--- config.mk ---
export PLATFORM = sky130hd
export DESIGN_NAME = param_step_cpu
export DESIGN_NICKNAME = d
export VERILOG_FILES = /design/src/rtl/param_step_cpu_pkg.sv /design/src/rtl/param_step_cpu_alu.sv /design/src/rtl/param_step_cpu.sv
export SDC_FILE = /design/constraint.sdc
export NUM_CORES = 1
export LEC_CHECK = 0
export BUFFER_PORTS_ARGS = -buffer_cell sky130_fd_sc_hd__clkbuf_2
export CORE_MARGIN = 2
export CORE_UTILIZATION = 60
export CTS_BUF_LIST = sky130_fd_sc_hd__clkbuf_4 sky130_fd_sc_hd__clkbuf_8
export CTS_CLUSTER_SIZE = 16
export DETAILED_ROUTE_END_ITERATION = 7
export GPL_TIMING_DRIVEN = 0
export PLACE_DENSITY_LB_ADDON = 0.2
export SYNTH_ARGS = -nofsm -noshare
export SYNTH_HDL_FRONTEND = slang
export SYNTH_SLANG_ARGS = --single-unit
--- constraint.sdc ---
create_clock -name clk -period 2.4 [get_ports clk]
set_input_delay 0 -clock clk [delete_from_list [all_inputs] [get_ports clk]]
set_output_delay 0 -clock clk [all_outputs]
set_load 0.1 [all_outputs]
--- src/rtl/param_step_cpu_pkg.sv ---
// Shared opcode and FSM state encodings for the parametrised step CPU.
package param_step_cpu_pkg;

    localparam logic [3:0] OP_NOP    = 4'h0;
    localparam logic [3:0] OP_ADD    = 4'h1;
    localparam logic [3:0] OP_SUB    = 4'h2;
    localparam logic [3:0] OP_NOT    = 4'h3;
    localparam logic [3:0] OP_AND    = 4'h4;
    localparam logic [3:0] OP_OR     = 4'h5;
    localparam logic [3:0] OP_XOR    = 4'h6;
    localparam logic [3:0] OP_INC    = 4'h7;
    localparam logic [3:0] OP_MOVI   = 4'h8;
    localparam logic [3:0] OP_MOV    = 4'h9;
    localparam logic [3:0] OP_SHL    = 4'hA;
    localparam logic [3:0] OP_SHR    = 4'hB;
    localparam logic [3:0] OP_CMP    = 4'hC;
    localparam logic [3:0] OP_RSVD_D = 4'hD;
    localparam logic [3:0] OP_RSVD_E = 4'hE;
    localparam logic [3:0] OP_HALT   = 4'hF;

    localparam logic [2:0] ST_IDLE   = 3'd0;
    localparam logic [2:0] ST_DECODE = 3'd1;
    localparam logic [2:0] ST_EXEC   = 3'd2;
    localparam logic [2:0] ST_WB     = 3'd3;
    localparam logic [2:0] ST_HALTED = 3'd4;

endpackage

--- src/rtl/param_step_cpu_alu.sv ---
// Combinational ALU: result, carry and the write/flag enables for one opcode.
module param_step_cpu_alu
    import param_step_cpu_pkg::*;
#(
    parameter int DATA_W = 8,
    parameter int REG_AW = 2
) (
    input  logic [3:0]        op,
    input  logic [DATA_W-1:0] d,
    input  logic [DATA_W-1:0] s,
    input  logic [REG_AW-1:0] imm,
    output logic [DATA_W-1:0] result,
    output logic              c_out,
    output logic              wr_en,
    output logic              flag_en,
    output logic              illegal
);

    // One extra bit catches carry-out on add and borrow on subtract.
    logic [DATA_W:0] wide;

    // Opcode decode and datapath.
    always_comb begin
        wide    = '0;
        result  = '0;
        c_out   = 1'b0;
        wr_en   = 1'b0;
        flag_en = 1'b0;
        illegal = 1'b0;
        case (op)
            OP_ADD: begin
                wide    = {1'b0, d} + {1'b0, s};
                result  = wide[DATA_W-1:0];
                c_out   = wide[DATA_W];
                wr_en   = 1'b1;
                flag_en = 1'b1;
            end
            OP_SUB, OP_CMP: begin
                wide    = {1'b0, d} - {1'b0, s};
                result  = wide[DATA_W-1:0];
                c_out   = wide[DATA_W];
                wr_en   = (op == OP_SUB);
                flag_en = 1'b1;
            end
            OP_NOT: begin result = ~d;    wr_en = 1'b1; flag_en = 1'b1; end
            OP_AND: begin result = d & s; wr_en = 1'b1; flag_en = 1'b1; end
            OP_OR:  begin result = d | s; wr_en = 1'b1; flag_en = 1'b1; end
            OP_XOR: begin result = d ^ s; wr_en = 1'b1; flag_en = 1'b1; end
            OP_INC: begin
                wide    = {1'b0, d} + {{DATA_W{1'b0}}, 1'b1};
                result  = wide[DATA_W-1:0];
                c_out   = wide[DATA_W];
                wr_en   = 1'b1;
                flag_en = 1'b1;
            end
            OP_MOVI: begin result = DATA_W'(imm); wr_en = 1'b1; flag_en = 1'b1; end
            OP_MOV:  begin result = s;            wr_en = 1'b1; flag_en = 1'b1; end
            OP_SHL: begin
                result  = {d[DATA_W-2:0], 1'b0};
                c_out   = d[DATA_W-1];
                wr_en   = 1'b1;
                flag_en = 1'b1;
            end
            OP_SHR: begin
                result  = {1'b0, d[DATA_W-1:1]};
                c_out   = d[0];
                wr_en   = 1'b1;
                flag_en = 1'b1;
            end
            OP_RSVD_D, OP_RSVD_E: illegal = 1'b1;
            default: ;  // NOP and HALT touch neither registers nor flags
        endcase
    end

endmodule

--- src/rtl/param_step_cpu.sv ---
// Step CPU core: handshake-fed DECODE/EXEC/WB pipeline over a small register file.
module param_step_cpu
    import param_step_cpu_pkg::*;
#(
    parameter  int DATA_W   = 8,
    parameter  int REG_AW   = 2,
    parameter  int PC_W     = 8,
    localparam int NUM_REGS = 2**REG_AW,
    localparam int INSTR_W  = 4 + 2*REG_AW
) (
    input  logic               clk,
    input  logic               rst,
    input  logic [INSTR_W-1:0] instr,
    input  logic               instr_valid,
    output logic               instr_ready,
    output logic               done,
    output logic               halted,
    output logic               illegal,
    output logic [PC_W-1:0]    pc,
    output logic               flag_z,
    output logic               flag_c,
    input  logic [REG_AW-1:0]  dbg_sel,
    output logic [DATA_W-1:0]  dbg_data,
    output logic [DATA_W-1:0]  out_port
);

    logic [2:0]         state_q, state_d;
    logic [INSTR_W-1:0] instr_q;
    logic [DATA_W-1:0]  opd_q, ops_q, res_q;
    logic               cout_q, wr_q, fl_q, ill_q;
    logic [DATA_W-1:0]  regs_q [NUM_REGS];
    logic [PC_W-1:0]    pc_q;
    logic               z_q, c_q, done_q, illegal_q, halted_q;

    logic [3:0]         op;
    logic [REG_AW-1:0]  dst, src;
    logic [DATA_W-1:0]  alu_res;
    logic               alu_c, alu_wr, alu_fl, alu_ill;
    logic               accept;

    assign op     = instr_q[INSTR_W-1 -: 4];
    assign dst    = instr_q[2*REG_AW-1 -: REG_AW];
    assign src    = instr_q[REG_AW-1:0];
    assign accept = instr_valid & instr_ready;

    // Register 0 reads as zero regardless of storage.
    function automatic logic [DATA_W-1:0] rd(input logic [REG_AW-1:0] idx);
        return (idx == '0) ? '0 : regs_q[idx];
    endfunction

    param_step_cpu_alu #(.DATA_W(DATA_W), .REG_AW(REG_AW)) u_alu (
        .op(op), .d(opd_q), .s(ops_q), .imm(src),
        .result(alu_res), .c_out(alu_c), .wr_en(alu_wr),
        .flag_en(alu_fl), .illegal(alu_ill)
    );

    // Next-state logic; HALTED is left only through reset.
    always_comb begin
        state_d = state_q;
        case (state_q)
            ST_IDLE:   if (accept) state_d = ST_DECODE;
            ST_DECODE: state_d = ST_EXEC;
            ST_EXEC:   state_d = ST_WB;
            ST_WB:     state_d = (op == OP_HALT) ? ST_HALTED : ST_IDLE;
            ST_HALTED: state_d = ST_HALTED;
            default:   state_d = ST_IDLE;
        endcase
    end

    // Pipeline registers, register file, pc and flags.
    always_ff @(posedge clk or negedge rst) begin
        if (!rst) begin
            state_q   <= ST_IDLE;
            instr_q   <= '0;
            opd_q     <= '0;
            ops_q     <= '0;
            res_q     <= '0;
            cout_q    <= 1'b0;
            wr_q      <= 1'b0;
            fl_q      <= 1'b0;
            ill_q     <= 1'b0;
            for (int i = 0; i < NUM_REGS; i++) regs_q[i] <= '0;
            pc_q      <= '0;
            z_q       <= 1'b0;
            c_q       <= 1'b0;
            done_q    <= 1'b0;
            illegal_q <= 1'b0;
            halted_q  <= 1'b0;
        end else begin
            state_q   <= state_d;
            done_q    <= 1'b0;
            illegal_q <= 1'b0;
            case (state_q)
                ST_IDLE: if (accept) instr_q <= instr;
                ST_DECODE: begin
                    opd_q <= rd(dst);
                    ops_q <= rd(src);
                end
                ST_EXEC: begin
                    res_q  <= alu_res;
                    cout_q <= alu_c;
                    wr_q   <= alu_wr;
                    fl_q   <= alu_fl;
                    ill_q  <= alu_ill;
                end
                ST_WB: begin
                    if (wr_q && dst != '0) regs_q[dst] <= res_q;
                    if (fl_q) begin
                        z_q <= (res_q == '0);
                        c_q <= cout_q;
                    end
                    pc_q      <= pc_q + 1'b1;
                    done_q    <= 1'b1;
                    illegal_q <= ill_q;
                    if (op == OP_HALT) halted_q <= 1'b1;
                end
                default: ;
            endcase
        end
    end

    assign instr_ready = (state_q == ST_IDLE);
    assign done        = done_q;
    assign illegal     = illegal_q;
    assign halted      = halted_q;
    assign pc          = pc_q;
    assign flag_z      = z_q;
    assign flag_c      = c_q;
    assign dbg_data    = rd(dbg_sel);
    assign out_port    = regs_q[NUM_REGS-1];

endmodule

==> impl_metrics.toml <==
[synth]
yosys-top-cells-area = "dfrtp_1 (36%), mux2_2 (12%), ha_1 (7.6%)"
yosysWarningCount = 0
avgSynthCellArea_um2 = 9.38
syn-cell-area_um2 = 5270
synth-edff-count = 0
netlist_instances = 562
synth_cell_types = 68
synth_area_leader_cell = "dfrtp_1"
ys_seq_area_share_pct = 36.1
synth_nets = 608
synth_top_area_share_pct = 36.1
ys.flop_type = "dfrtp_1"
synth-seq-cells = 76
async_flop_share_pct = 100

[clock_network]
htree_levels = 3
clkLatencyLatePin_ns = 0.35
cts.sinks = 76
root_buffer = "clkbuf_8"
cts_tree = "done"
clockBufferDepth = 2
numCtsBuffers = 9
path_clk_slew_ns = 0.10

[layout]
final_nets = 679
final_common_cell = "dfrtp_1"
syn2layout_area_growth_pct = 16.1
final_cell_mix = "dfrtp_1 (68), mux2_2 (58), nand2_1 (49)"
stdcell_count = 746
drive_above_1_share_pct = 29.2
antenna_cells = 0

[detailed_routing]
dr_wl_met3_um = 1090
vias = 4715
drt_iter0_drc = 378
vias_per_cell = 6.32
wl_met1_um = 6840
firstDrtPassIters = 5
postRouteAntennaNets = 0
drcViolationCount = 0
wire_per_inst_um = 20.1
wl_um = 15000
top_layer = "met4"
dr_wl_met2_um = 6620

[timing]
tightest_slew_ns = 0.890
clock_skew_ns = 0.0185
rsz0062_at_grt = "no"
hold_viol = 0
min_period_ns = 2.34
setup_violations = 0
fin_crit_sh_pct = 97.6
slew_headroom_pct = 40.6
slew_viol_final = 0
clock.fmax_ghz = 0.427

[global_route]
grt.total_usage_pct = 32.0
overflow = 0
grt_max_degree = 41
grt_pass1_vias = 4541
antenna_found_initial = 0
grt_first_pass_wirelength_um = 24300

[critical_path]
start_kind = "flip-flop"
critPathCaptureType = "flip-flop"
critical_path_class = "reg -> reg"
cp.arrival_ns = 2.58
required_ns = 2.64
worst-path-max-fanout = 6

[die]
initial_utilization_pct = 61.0
row_count = 34
fp.dieH_um = 97.7
die-area_um2 = 9550
ios = 43
core_area_um2 = 8640
fp.dieW_um = 97.7

[placement]
dp_cells = 711
gp_congestion = 0.968
port_buffers = 40
dpl.hpwl_um = 10800

[outcome]
outcome = "finished clean"

[hold_path]
hold_path_class = "in -> async"

[flow_run]
cap_violations = 0
worst max-delay path, stage by stage, from the launching register on:
cell       delay (ns)
dfrtp_2          0.46
inv_1            0.11
ha_1             0.33
inv_1            0.18
a21oi_2          0.13
o41ai_2          0.46
xnor2_1          0.19
o2111ai_2        0.15
a22o_1           0.24
kinds of logic (layout without fill, tap and decap cells):
family / count (synthesis) / after routing / share of synthesized area, %
fa+ha+maj: 33 / 33 / 7.98
flops: 76 / 76 / 36.1
buf+inv: 70 / 146 / 6.51
simple gates: 146 / 146 / 13.5
compound gates: 161 / 161 / 20.5
mux: 60 / 60 / 12.8
xor+xnor: 16 / 16 / 2.66
repair_timing:
item                       in CTS  in global routing
hold endpoints to repair       48                  0
pin swaps                       0                  6
resized for setup              12                 20
hold buffers                   10                  0
setup endpoints to repair       5                  9
buffers inserted                3                  7
path summary, 6_finish.rpt:
kind	start	end	slack (ns)	cells past startpoint
min in group clk	instr[6]	instr_q[6]	0.42	4
hold reg to reg	pc[7]	pc[7]	0.48	1
max in group asynchronous	rst	ill_q	1.61	3
setup reg to reg	opd_q[2]	res_q[6]	0.06	8
hold / removal	rst	regs_q[8]	0.19	2
setup / recovery	opd_q[2]	res_q[6]	0.06	8
area by class of cell:
type	instances	area [µm²]
buffer	42	248
clock buffer	10	138
clock inverter	6	93.8
fill	688	2520
inverter	27	101
multi-input combinational	416	3090
sequential	76	1910
tap	108	135
timing repair buffer	61	398
synth_stat cells (all sizes together), types with 6 or more instances:
| cell type | n |
|---|---|
| dfrtp | 76 |
| mux2 | 58 |
| nand2 | 49 |
| o21ai | 43 |
| a21oi | 41 |
| nor2 | 41 |
| ha | 32 |
| inv | 27 |
| buf | 23 |
| clkbuf | 20 |
| a22oi | 13 |
| xnor2 | 13 |
| a22o | 10 |
| nand3 | 9 |
| nor2b | 9 |
| nand2b | 7 |
| nor3 | 6 |
| o22ai | 6 |
through the flow:
step | setup TNS, ns | hold WS, ns | cell area (µm²) | setup slack, ns | utilization, %
after global routing | 0 | 0.234 | 6120 | 0.00454 | 70.8
after CTS | 0 | 0.214 | 6020 | 0.0116 | 69.7
after global placement | -0.996 | 0.209 | 5620 | -0.383 | 65.0
after floorplan | 0 | -0.296 | 5280 | 0.300 | -
after detailed placement | -0.891 | 0.0510 | 5640 | -0.397 | 65.3
final | 0 | 0.187 | 6120 | 0.0580 | 70.8
flip-flops by register name (all words and copies together) (netlist names):
register and count:
illegal 1, ops_q 8, out_port 8, fl_q 1, instr_q 8, cout_q 1, flag_c 1, state_q 3
opd_q 8, res_q 8, pc 8, regs_q 16, done 1, flag_z 1, ill_q 1, wr_q 1
halted 1
metal layers:
layer / up-vias / track usage, %
met3: 44 / 6.76
met1: 2280 / 46.4
met4: 0 / 11.1
met2: 229 / 47.9
li1: 2162 / -
met5: - / 0
Power is left out: the tool's default activity adds up to more than one toggle a clock period on the data nets, which glitch-free logic cannot reach.
